**config.mk**
```make
export PLATFORM = sky130hd
export DESIGN_NAME = mem_req_master
export DESIGN_NICKNAME = d
export VERILOG_FILES = /design/src/rtl/mem_req_pkg.sv /design/src/rtl/sync_fifo.sv /design/src/rtl/mem_req_master.sv
export SDC_FILE = /design/constraint.sdc
export NUM_CORES = 1
export LEC_CHECK = 0
export CAP_MARGIN = 25
export CORE_MARGIN = 2
export CORE_UTILIZATION = 53
export DETAILED_ROUTE_END_ITERATION = 10
export PLACE_DENSITY = 0.79
export SLEW_MARGIN = 40
export SYNTH_ARGS = -nofsm -noshare
export SYNTH_HDL_FRONTEND = slang
export SYNTH_SLANG_ARGS = --single-unit
```
**constraint.sdc**
```tcl
create_clock -name clk -period 8.2 [get_ports clk]
set_clock_uncertainty 0.1 [all_clocks]
set_input_delay 2.46 -clock clk [delete_from_list [all_inputs] [get_ports clk]]
set_output_delay 2.46 -clock clk [all_outputs]
set_load 0.005 [all_outputs]
```
**src/rtl/mem_req_pkg.sv**
```systemverilog
// Shared types for the p_* port request master: FSM states and queued command layout.
// Latency: n/a (types and a pure packing helper only).
// Backpressure: n/a.
package mem_req_pkg;

  // Widths the command record is built with; the top defaults its ports to these.
  localparam int CMD_ADDR_W = 32;
  localparam int CMD_DATA_W = 32;

  typedef enum logic [1:0] {
    IDLE = 2'd0,
    REQ  = 2'd1,
    GAP  = 2'd2
  } state_t;

  typedef struct packed {
    logic                  rw;
    logic [CMD_ADDR_W-1:0] addr;
    logic [CMD_DATA_W-1:0] wdata;
  } cmd_t;

  localparam int CMD_W = $bits(cmd_t);

  // Assemble a command record from the individual request fields.
  function automatic cmd_t pack_cmd(input logic rw,
                                    input logic [CMD_ADDR_W-1:0] addr,
                                    input logic [CMD_DATA_W-1:0] wdata);
    cmd_t c;
    c.rw    = rw;
    c.addr  = addr;
    c.wdata = wdata;
    return c;
  endfunction

endpackage

```
**src/rtl/sync_fifo.sv**
```systemverilog
// Generic single-clock FIFO with registered pointers and a combinational head read.
// Latency: a push at edge N is visible on dout / clears empty right after edge N.
// Backpressure: pushes while full and pops while empty are ignored; full does not look at a same-cycle pop.
module sync_fifo #(
  parameter int WIDTH = 8,
  parameter int DEPTH = 4
) (
  input  logic             clk,
  input  logic             clr,
  input  logic             push,
  input  logic             pop,
  input  logic [WIDTH-1:0] din,
  output logic [WIDTH-1:0] dout,
  output logic             full,
  output logic             empty
);

  localparam int PW = $clog2(DEPTH);

  logic [WIDTH-1:0] mem [DEPTH];
  logic [PW-1:0]    wr_ptr;
  logic [PW-1:0]    rd_ptr;
  logic [PW:0]      count;
  logic             do_push;
  logic             do_pop;

  assign do_push = push & ~full;
  assign do_pop  = pop & ~empty;
  assign full    = (count == (PW+1)'(DEPTH));
  assign empty   = (count == '0);
  assign dout    = mem[rd_ptr];

  // Storage needs no reset: an entry is only read after it has been written.
  always_ff @(posedge clk) begin
    if (do_push) begin
      mem[wr_ptr] <= din;
    end
  end

  // Pointers wrap naturally because DEPTH is a power of two; count tracks occupancy.
  always_ff @(posedge clk or posedge clr) begin
    if (clr) begin
      wr_ptr <= '0;
      rd_ptr <= '0;
      count  <= '0;
    end else begin
      if (do_push) begin
        wr_ptr <= wr_ptr + 1'b1;
      end
      if (do_pop) begin
        rd_ptr <= rd_ptr + 1'b1;
      end
      case ({do_push, do_pop})
        2'b10:   count <= count + 1'b1;
        2'b01:   count <= count - 1'b1;
        default: count <= count;
      endcase
    end
  end

endmodule

```
**src/rtl/mem_req_master.sv**
```systemverilog
// Queues read/write commands and drives them one at a time onto the p_* cache port, one response each.
// Latency: push at N -> strobe from N+1; p_ready at edge M -> rsp_valid from M; min 3 cycles per command.
// Backpressure: cmd_ready = FIFO not full; no new command issues while an unaccepted response is held.
module mem_req_master
  import mem_req_pkg::*;
#(
  parameter int ADDR_W     = CMD_ADDR_W,
  parameter int DATA_W     = CMD_DATA_W,
  parameter int FIFO_DEPTH = 4,
  parameter int TIMEOUT    = 16
) (
  input  logic              clk,
  input  logic              clr,
  input  logic              cmd_valid,
  output logic              cmd_ready,
  input  logic              cmd_rw,
  input  logic [ADDR_W-1:0] cmd_addr,
  input  logic [DATA_W-1:0] cmd_wdata,
  output logic              rsp_valid,
  input  logic              rsp_ready,
  output logic              rsp_rw,
  output logic [ADDR_W-1:0] rsp_addr,
  output logic [DATA_W-1:0] rsp_rdata,
  output logic              rsp_err,
  output logic [ADDR_W-1:0] p_a,
  output logic [DATA_W-1:0] p_dout,
  output logic              p_strobe,
  output logic              p_rw,
  input  logic [DATA_W-1:0] p_din,
  input  logic              p_ready,
  output logic              busy
);

  // The counter only has to reach TIMEOUT-1; the extra headroom keeps it from ever wrapping.
  localparam int CW = $clog2(TIMEOUT + 1);

  state_t           state;
  state_t           state_nxt;
  logic [CW-1:0]    cnt;
  logic [CMD_W-1:0] fifo_din;
  logic [CMD_W-1:0] fifo_dout;
  cmd_t             head;
  logic             fifo_full;
  logic             fifo_empty;
  logic             push;
  logic             pop;
  logic             slot_free;
  logic             done_ok;
  logic             done_to;

  assign fifo_din  = pack_cmd(cmd_rw, cmd_addr, cmd_wdata);
  assign head      = cmd_t'(fifo_dout);
  assign cmd_ready = ~fifo_full;
  assign push      = cmd_valid & ~fifo_full;

  // The response register is free if empty or being drained at this very edge.
  assign slot_free = ~rsp_valid | rsp_ready;

  sync_fifo #(
    .WIDTH (CMD_W),
    .DEPTH (FIFO_DEPTH)
  ) u_cmd_fifo (
    .clk   (clk),
    .clr   (clr),
    .push  (push),
    .pop   (pop),
    .din   (fifo_din),
    .dout  (fifo_dout),
    .full  (fifo_full),
    .empty (fifo_empty)
  );

  // Strobe follows the state register directly, so an async reset drops it at once.
  assign p_strobe = (state == REQ);
  assign busy     = ~fifo_empty | (state != IDLE) | rsp_valid;

  // State register.
  always_ff @(posedge clk or posedge clr) begin
    if (clr) begin
      state <= IDLE;
    end else begin
      state <= state_nxt;
    end
  end

  // Next-state and per-cycle decisions; p_ready wins over a timeout in the same cycle.
  always_comb begin
    state_nxt = state;
    pop       = 1'b0;
    done_ok   = 1'b0;
    done_to   = 1'b0;
    case (state)
      IDLE: begin
        if (~fifo_empty && slot_free) begin
          pop       = 1'b1;
          state_nxt = REQ;
        end
      end
      REQ: begin
        if (p_ready) begin
          done_ok   = 1'b1;
          state_nxt = GAP;
        end else if (cnt == CW'(TIMEOUT - 1)) begin
          done_to   = 1'b1;
          state_nxt = GAP;
        end
      end
      GAP: begin
        // One quiet cycle so a slow memory FSM can return to idle.
        state_nxt = IDLE;
      end
      default: begin
        state_nxt = IDLE;
      end
    endcase
  end

  // Port request registers: loaded on pop and held for the whole REQ state.
  always_ff @(posedge clk or posedge clr) begin
    if (clr) begin
      p_a    <= '0;
      p_dout <= '0;
      p_rw   <= 1'b0;
    end else if (pop) begin
      p_a    <= head.addr;
      p_dout <= head.wdata;
      p_rw   <= head.rw;
    end
  end

  // Timeout counter: cleared on issue, counts each strobe cycle that does not end the transaction.
  always_ff @(posedge clk or posedge clr) begin
    if (clr) begin
      cnt <= '0;
    end else if (pop) begin
      cnt <= '0;
    end else if ((state == REQ) && (state_nxt == REQ)) begin
      cnt <= cnt + 1'b1;
    end
  end

  // Single-entry response register; a reload on the same edge as a handshake takes precedence.
  always_ff @(posedge clk or posedge clr) begin
    if (clr) begin
      rsp_valid <= 1'b0;
      rsp_err   <= 1'b0;
      rsp_rw    <= 1'b0;
      rsp_addr  <= '0;
      rsp_rdata <= '0;
    end else if (done_ok || done_to) begin
      rsp_valid <= 1'b1;
      rsp_err   <= done_to;
      rsp_rw    <= p_rw;
      rsp_addr  <= p_a;
      rsp_rdata <= (done_ok && !p_rw) ? p_din : '0;
    end else if (rsp_valid && rsp_ready) begin
      rsp_valid <= 1'b0;
      rsp_err   <= 1'b0;
      rsp_rw    <= 1'b0;
      rsp_addr  <= '0;
      rsp_rdata <= '0;
    end
  end

endmodule

```
==> results of run 1 <==
==> power by group <==
group,total (uW),internal (uW),switching (uW)
sequential,3210,2830,381
combinational,2430,1490,937
clock,1890,1140,751
total,7530,5460,2070
==> cell usage in the layout, fill, tap and decap left out, drive strengths merged, types with 6 or more instances in the layout <==
cell type	netlist	final
clkbuf	10	52
xnor2	6	6
clkinv	0	15
nor2	7	7
mux4	65	65
inv	8	9
buf	25	16
mux2	67	67
dfrtp	146	146
edfxtp	260	260
clkdlybuf4s50	0	236
a22o	66	66
ha	7	7
==> synthesized netlist by cell type, types with 6 or more instances <==
library cell and n:
mux4_2 65, clkbuf_1 10, mux2_2 39, a22o_1 66
xnor2_1 6, buf_2 13, edfxtp_1 260, ha_1 7
mux2_4 28, dfrtp_1 146, inv_1 7, nor2_1 7
==> kinds of logic (layout without fill, tap and decap cells) <==
family	after synthesis	after routing
AOI/OAI and AO/OA	74	74
xor gates and xnor gates	7	7
adders and majority gates	8	8
buffers and inverters	43	336
DFF	406	406
muxes	132	132
other	0	2
and+or+nand+nor	29	29
==> critical path, stage by stage, from the launching register on <==
cell             delay, ns
dfrtp_1               0.43
or3_1                 0.44
or4_1                 0.45
clkdlybuf4s50_1       0.49
==> registers in the layout (all words and copies together), names as in the netlist <==
signal             flops
cnt                    5
p_a                   32
p_dout                32
p_rw                   1
rsp_addr              32
rsp_err                1
rsp_rdata             32
rsp_rw                 1
rsp_valid              1
state                  2
u_cmd_fifo.count       3
u_cmd_fifo.mem       260
u_cmd_fifo.rd_ptr      2
u_cmd_fifo.wr_ptr      2
==> area by class of cell <==
| type | count | area [sq um] |
|---|---|---|
| Sequential cell | 406 | 11500 |
| Fill cell | 1705 | 8510 |
| Multi-Input combinational cell | 250 | 3350 |
| Timing Repair Buffer | 252 | 2620 |
| Clock buffer | 52 | 1140 |
| Tap cell | 378 | 473 |
| Clock inverter | 24 | 250 |
| Inverter | 8 | 37.5 |
| Antenna cell | 2 | 5.00 |
==> stage by stage <==
stage	area, sq um	total power (uW)
6_report	19300	7530
5_1_grt	19300	7900
4_1_cts	19300	7620
3_5_place_dp	17900	5690
3_3_place_gp	17700	5550
2_1_floorplan	15000	4590
==> metal layers <==
layer	track usage, %	vias to the layer above
li1	-	3338
met1	26.5	4018
met2	36.4	267
met3	6.56	51
met4	6.23	0
met5	0	-
==> worst min-delay path by stage <==
stage	endpoint	slack, ns
2_1_floorplan	u_cmd_fifo.count[2]	0.35
3_3_place_gp	u_cmd_fifo.count[2]	0.36
3_5_place_dp	u_cmd_fifo.count[2]	0.37
4_1_cts	u_cmd_fifo.count[2]	0.38
5_1_grt	u_cmd_fifo.count[2]	0.40
6_report	u_cmd_fifo.count[2]	0.38
==> results.py, run 1 <==
metrics = {
    "synth": {
        "synth_flop_cell": "edfxtp_1",
        "synth_top_area_cell": "edfxtp_1",
        "synth_edf_count": 260,
        "synth_xor_area_share_pct": 0.407,
        "yosysSeqAreaShare_pct": 76.2,
        "netlist_instances": 699,
        "synth_top_area_share_pct": 51.9,
        "syn_area_per_cell_sq_um": 21.5,
        "synth_area_sq_um": 15000,
        "synth-adder-area-share_pct": 0.715,
        "synth-simple-area-share_pct": 1.19,
        "async_flop_share_pct": 36.0,
        "yosysUniqueCellTypes": 35,
        "synthTopCellsByArea": "edfxtp_1 52%, dfrtp_1 24%, mux4_2 9.7%",
        "synthMuxAreaShare_pct": 15.4,
        "synth-compound-area-share_pct": 4.15,
        "synth_fp_nets": 809,
        "synth_top_family_by_area": "multiplexers",
        "ys_warn_count": 0,
        "ys_ff_latch": 406,
    },
    "cells_and_area": {
        "drive_gt1_share_pct": 22.6,
        "fin_cells": 1372,
        "final_util_pct": 69.4,
        "syn_to_final_growth_pct": 28.5,
        "nets": 1070,
    },
    "floorplan": {
        "rows": 61,
        "fp.coreArea_sq_um": 27900,
        "pin_count": 237,
        "initial_core_util_pct": 54.0,
        "die-width_um": 173,
        "die_y_um": 173,
        "die-area_sq_um": 29800,
    },
    "clock_network": {
        "cts_tree": "done",
        "post_cts_resized": 0,
        "cts_buffer_depth": 3,
        "cts_root_buf": "clkbuf_16",
        "holdBufCountCts": 0,
        "cts_setup_buffers": 0,
        "cts_sinks": 406,
        "cts_buffers": 42,
        "worst_skew_pair.late_latency_ns": 0.53,
        "clkTransAtPathRegs_ns": 0.06,
        "htreeDepth": 2,
    },
    "worst_setup_path": {
        "worstSetupEndpointType": "primary output",
        "crit_path_start_kind": "flop",
        "cp.required_ns": 5.64,
        "critPathLaunch": "u_cmd_fifo.count[0]",
        "criticalPathCategory": "reg -> out",
        "reg2reg_setup_slack_ns": 5.26,
        "cp_max_fo": 4,
        "reg2reg_to": "rsp_rdata[1]",
        "worst_r2r_startpoint": "cnt[0]",
        "arrival_ns": 2.34,
        "worstSetupEndpoint": "busy",
        "reg2reg_depth": 7,
    },
    "outcome": {
        "status": "finished clean",
    },
    "place": {
        "place_ws_ns": 3.36,
        "gp_congestion": 0.810,
        "hpwl_um": 19100,
        "io_buffer_count": 236,
        "dp_cells": 1294,
    },
    "power_and_ir_drop": {
        "powerDensity_nw_per_um2": 389,
        "ir_drop_uv": 277,
        "total_leakage_power_uw": 0.00713,
    },
    "route": {
        "final_antenna_net_count": 0,
        "viasPerCell": 5.59,
        "wl_per_cell_um": 22.6,
        "totalWireLength_um": 30900,
        "drt_first_pass_iters": 4,
        "dr_wl_met2_um": 15700,
        "wl_met1_um": 12100,
        "met3_length_um": 2460,
        "via_count": 7674,
        "highest_layer": "met4",
        "drtIter0Drc": 580,
        "drc": 0,
    },
    "sta": {
        "fin_setup_tns_ns": 0,
        "fin_ws_ns": 3.30,
        "rsz0062_at_grt": "no",
        "timing.fmax_ghz": 0.204,
        "period_share_pct": 59.8,
        "setup_viol": 0,
        "whs_ns": 0.377,
        "hold_viol": 0,
        "tightest_slew_ns": 0.791,
        "fin_crit_ns": 4.90,
        "slew_headroom_pct": 47.3,
        "slew_viol_final": 0,
    },
    "global_routing": {
        "grt_pass1_vias": 8453,
        "grt_max_degree": 66,
        "grt_pass1_wl_um": 49200,
        "overflow": 0,
        "antenna_found_initial": 1,
        "grt_usage_pct": 21.4,
    },
    "min_path": {
        "min_path_type": "reg -> reg",
        "min_path_cells": 1,
        "hold_start": "u_cmd_fifo.count[2]",
    },
    "run": {
        "maxCapViolations": 0,
    },
}
Note: power is estimated with default switching activity, not from simulation.
==> run 2: changes to the inputs <==
--- a/config.mk
+++ b/config.mk
@@ -7,9 +7,9 @@
 export LEC_CHECK = 0
 export CAP_MARGIN = 25
 export CORE_MARGIN = 2
-export CORE_UTILIZATION = 53
+export CORE_UTILIZATION = 48
 export DETAILED_ROUTE_END_ITERATION = 10
-export PLACE_DENSITY = 0.79
+export PLACE_DENSITY = 0.75
 export SLEW_MARGIN = 40
 export SYNTH_ARGS = -nofsm -noshare
 export SYNTH_HDL_FRONTEND = slang
==> constraint.sdc (replaced) <==
create_clock -name clk -period 4.3 [get_ports clk]
set_clock_uncertainty 0.1 [all_clocks]
set_input_delay 1.29 -clock clk [delete_from_list [all_inputs] [get_ports clk]]
set_output_delay 1.29 -clock clk [all_outputs]
set_load 0.005 [all_outputs]
==> results.py, run 2 (synthesized netlist as in run 1, its figures left out) <==
metrics = {
    "outcome": {
        "status": "finished clean",
    },
    "floorplan": {
        "die-area_sq_um": 32800,
        "die-width_um": 181,
        "initial_core_util_pct": 48.9,
        "rows": 64,
        "die_y_um": 181,
        "fp.coreArea_sq_um": 30700,
        "pin_count": 237,
    },
    "sta": {
        "fin_crit_ns": 3.67,
        "fin_ws_ns": 0.630,
        "tightest_slew_ns": 0.588,
        "period_share_pct": 85.4,
        "whs_ns": 0.370,
        "timing.fmax_ghz": 0.272,
        "setup_viol": 0,
        "rsz0062_at_grt": "no",
        "hold_viol": 0,
        "slew_headroom_pct": 60.8,
        "fin_setup_tns_ns": 0,
        "slew_viol_final": 0,
    },
    "cells_and_area": {
        "drive_gt1_share_pct": 22.1,
        "regMostFlops": "u_cmd_fifo.mem",
        "nets": 1068,
        "final_util_pct": 62.6,
        "layout_commonest_cell": "edfxtp_1",
        "fill_cells": 2179,
        "syn_to_final_growth_pct": 28.0,
        "largest_reg_flops": 260,
        "layout_common_cells": "260 x edfxtp_1, 236 x clkdlybuf4s50_1, 144 x dfrtp_1",
    },
    "global_routing": {
        "grt_pass1_vias": 8061,
        "grt_pass1_wl_um": 46800,
        "grt_max_degree": 81,
        "overflow": 0,
        "antenna_found_initial": 0,
        "globalRouteMet2Util_pct": 31.8,
        "grt_usage_pct": 18.6,
        "busiest_layer": "met2",
        "gr-usage-met3_pct": 4.84,
        "grtUsageMet1_pct": 23.9,
    },
    "clock_network": {
        "worst_skew_pair.late_latency_ns": 0.51,
        "cts_buffer_depth": 3,
        "clkTransAtPathRegs_ns": 0.06,
        "holdBufCountCts": 0,
        "post_cts_resized": 0,
        "cts_setup_buffers": 0,
        "htreeDepth": 2,
        "cts_root_buf": "clkbuf_16",
        "cts_sinks": 406,
        "cts_buffers": 41,
        "cts_tree": "done",
    },
    "worst_setup_path": {
        "path_cells": "or3_1, or4_1, clkdlybuf4s50_1",
        "path_buf_inv": 1,
        "worstSetupEndpointType": "primary output",
        "critical-path-max-stage-delay_ns": 0.47,
        "crit_path_start_kind": "flop",
        "critPathSlowestCell": "clkdlybuf4s50_1",
        "cp_max_fo": 4,
        "crit_family": "simple AND/OR/NAND/NOR gates",
        "reg2reg_setup_slack_ns": 1.90,
        "criticalPathCategory": "reg -> out",
        "arrival_ns": 2.28,
        "cp.required_ns": 2.91,
    },
    "run": {
        "maxCapViolations": 0,
    },
    "power_and_ir_drop": {
        "pwr-share-comb_pct": 32.8,
        "pwr-share-clk_pct": 24.1,
        "ir_drop_uv": 511,
        "total_leakage_power_uw": 0.00709,
        "powerDensity_nw_per_um2": 733,
        "p_sw_share_pct": 27.4,
        "p_int_uw": 10200,
        "p_seq_share_pct": 43.1,
        "switching_power_uw": 3870,
    },
    "route": {
        "wl_per_cell_um": 21.6,
        "via_count": 7549,
        "drc": 0,
        "viasPerCell": 5.44,
        "drt_first_pass_iters": 4,
        "totalWireLength_um": 30000,
        "drtIter0Drc": 405,
        "final_antenna_net_count": 0,
    },
    "place": {
        "hpwl_um": 18100,
        "gp_congestion": 0.690,
        "io_buffer_count": 236,
        "place_ws_ns": 0.874,
    },
    "min_path": {
        "min_path_type": "reg -> reg",
    },
}
## run 2: final cells by class
cell class | instances | area, sq um | area share [%]
tap | 396 | 495 | 2.57
antenna | 1 | 2.50 | 0.0130
clock buffer | 52 | 1110 | 5.76
timing repair buffer | 251 | 2600 | 13.5
clock inverter | 23 | 190 | 0.988
sequential | 406 | 11500 | 59.6
inverter | 8 | 36.3 | 0.188
multi-input combinational | 250 | 3350 | 17.4
## run 2: metrics by stage
stage | area, sq um | power [uW] | std cells
floorplan | 15100 | 8760 | 699
global placement | 17900 | 10700 | 1309
detailed placement | 17900 | 10800 | 1310
CTS | 19200 | 14300 | 1385
global route | 19300 | 14800 | 1386
finish | 19300 | 14100 | 1387
## run 2: layer usage
metal,vias up,wire [um]
met2,240,15000
li1,3348,-
met4,0,611
met5,-,0
met3,49,2060
met1,3912,12400
## run 2: power by group through the flow
stage	registers (uW)	logic (uW)	clock network, uW
after CTS	6160	4640	3480
after detailed placement	6220	4620	0
final	6080	4630	3400
after global routing	6230	4980	3630
after floorplan	5950	2810	0
after global placement	6240	4430	0
## run 2: path summary, 6_finish.rpt
kind / start / end / depth (start not counted)
min in group asynchronous: clr / rsp_addr[24] / 2
worst max register to register: cnt[0] / rsp_rdata[0] / 7
worst min register to register: u_cmd_fifo.count[2] / u_cmd_fifo.count[2] / 1
max in group asynchronous: clr / u_cmd_fifo.rd_ptr[1] / 3
worst min-delay path: u_cmd_fifo.count[2] / u_cmd_fifo.count[2] / 1
worst max-delay path: u_cmd_fifo.count[0] / busy / 3
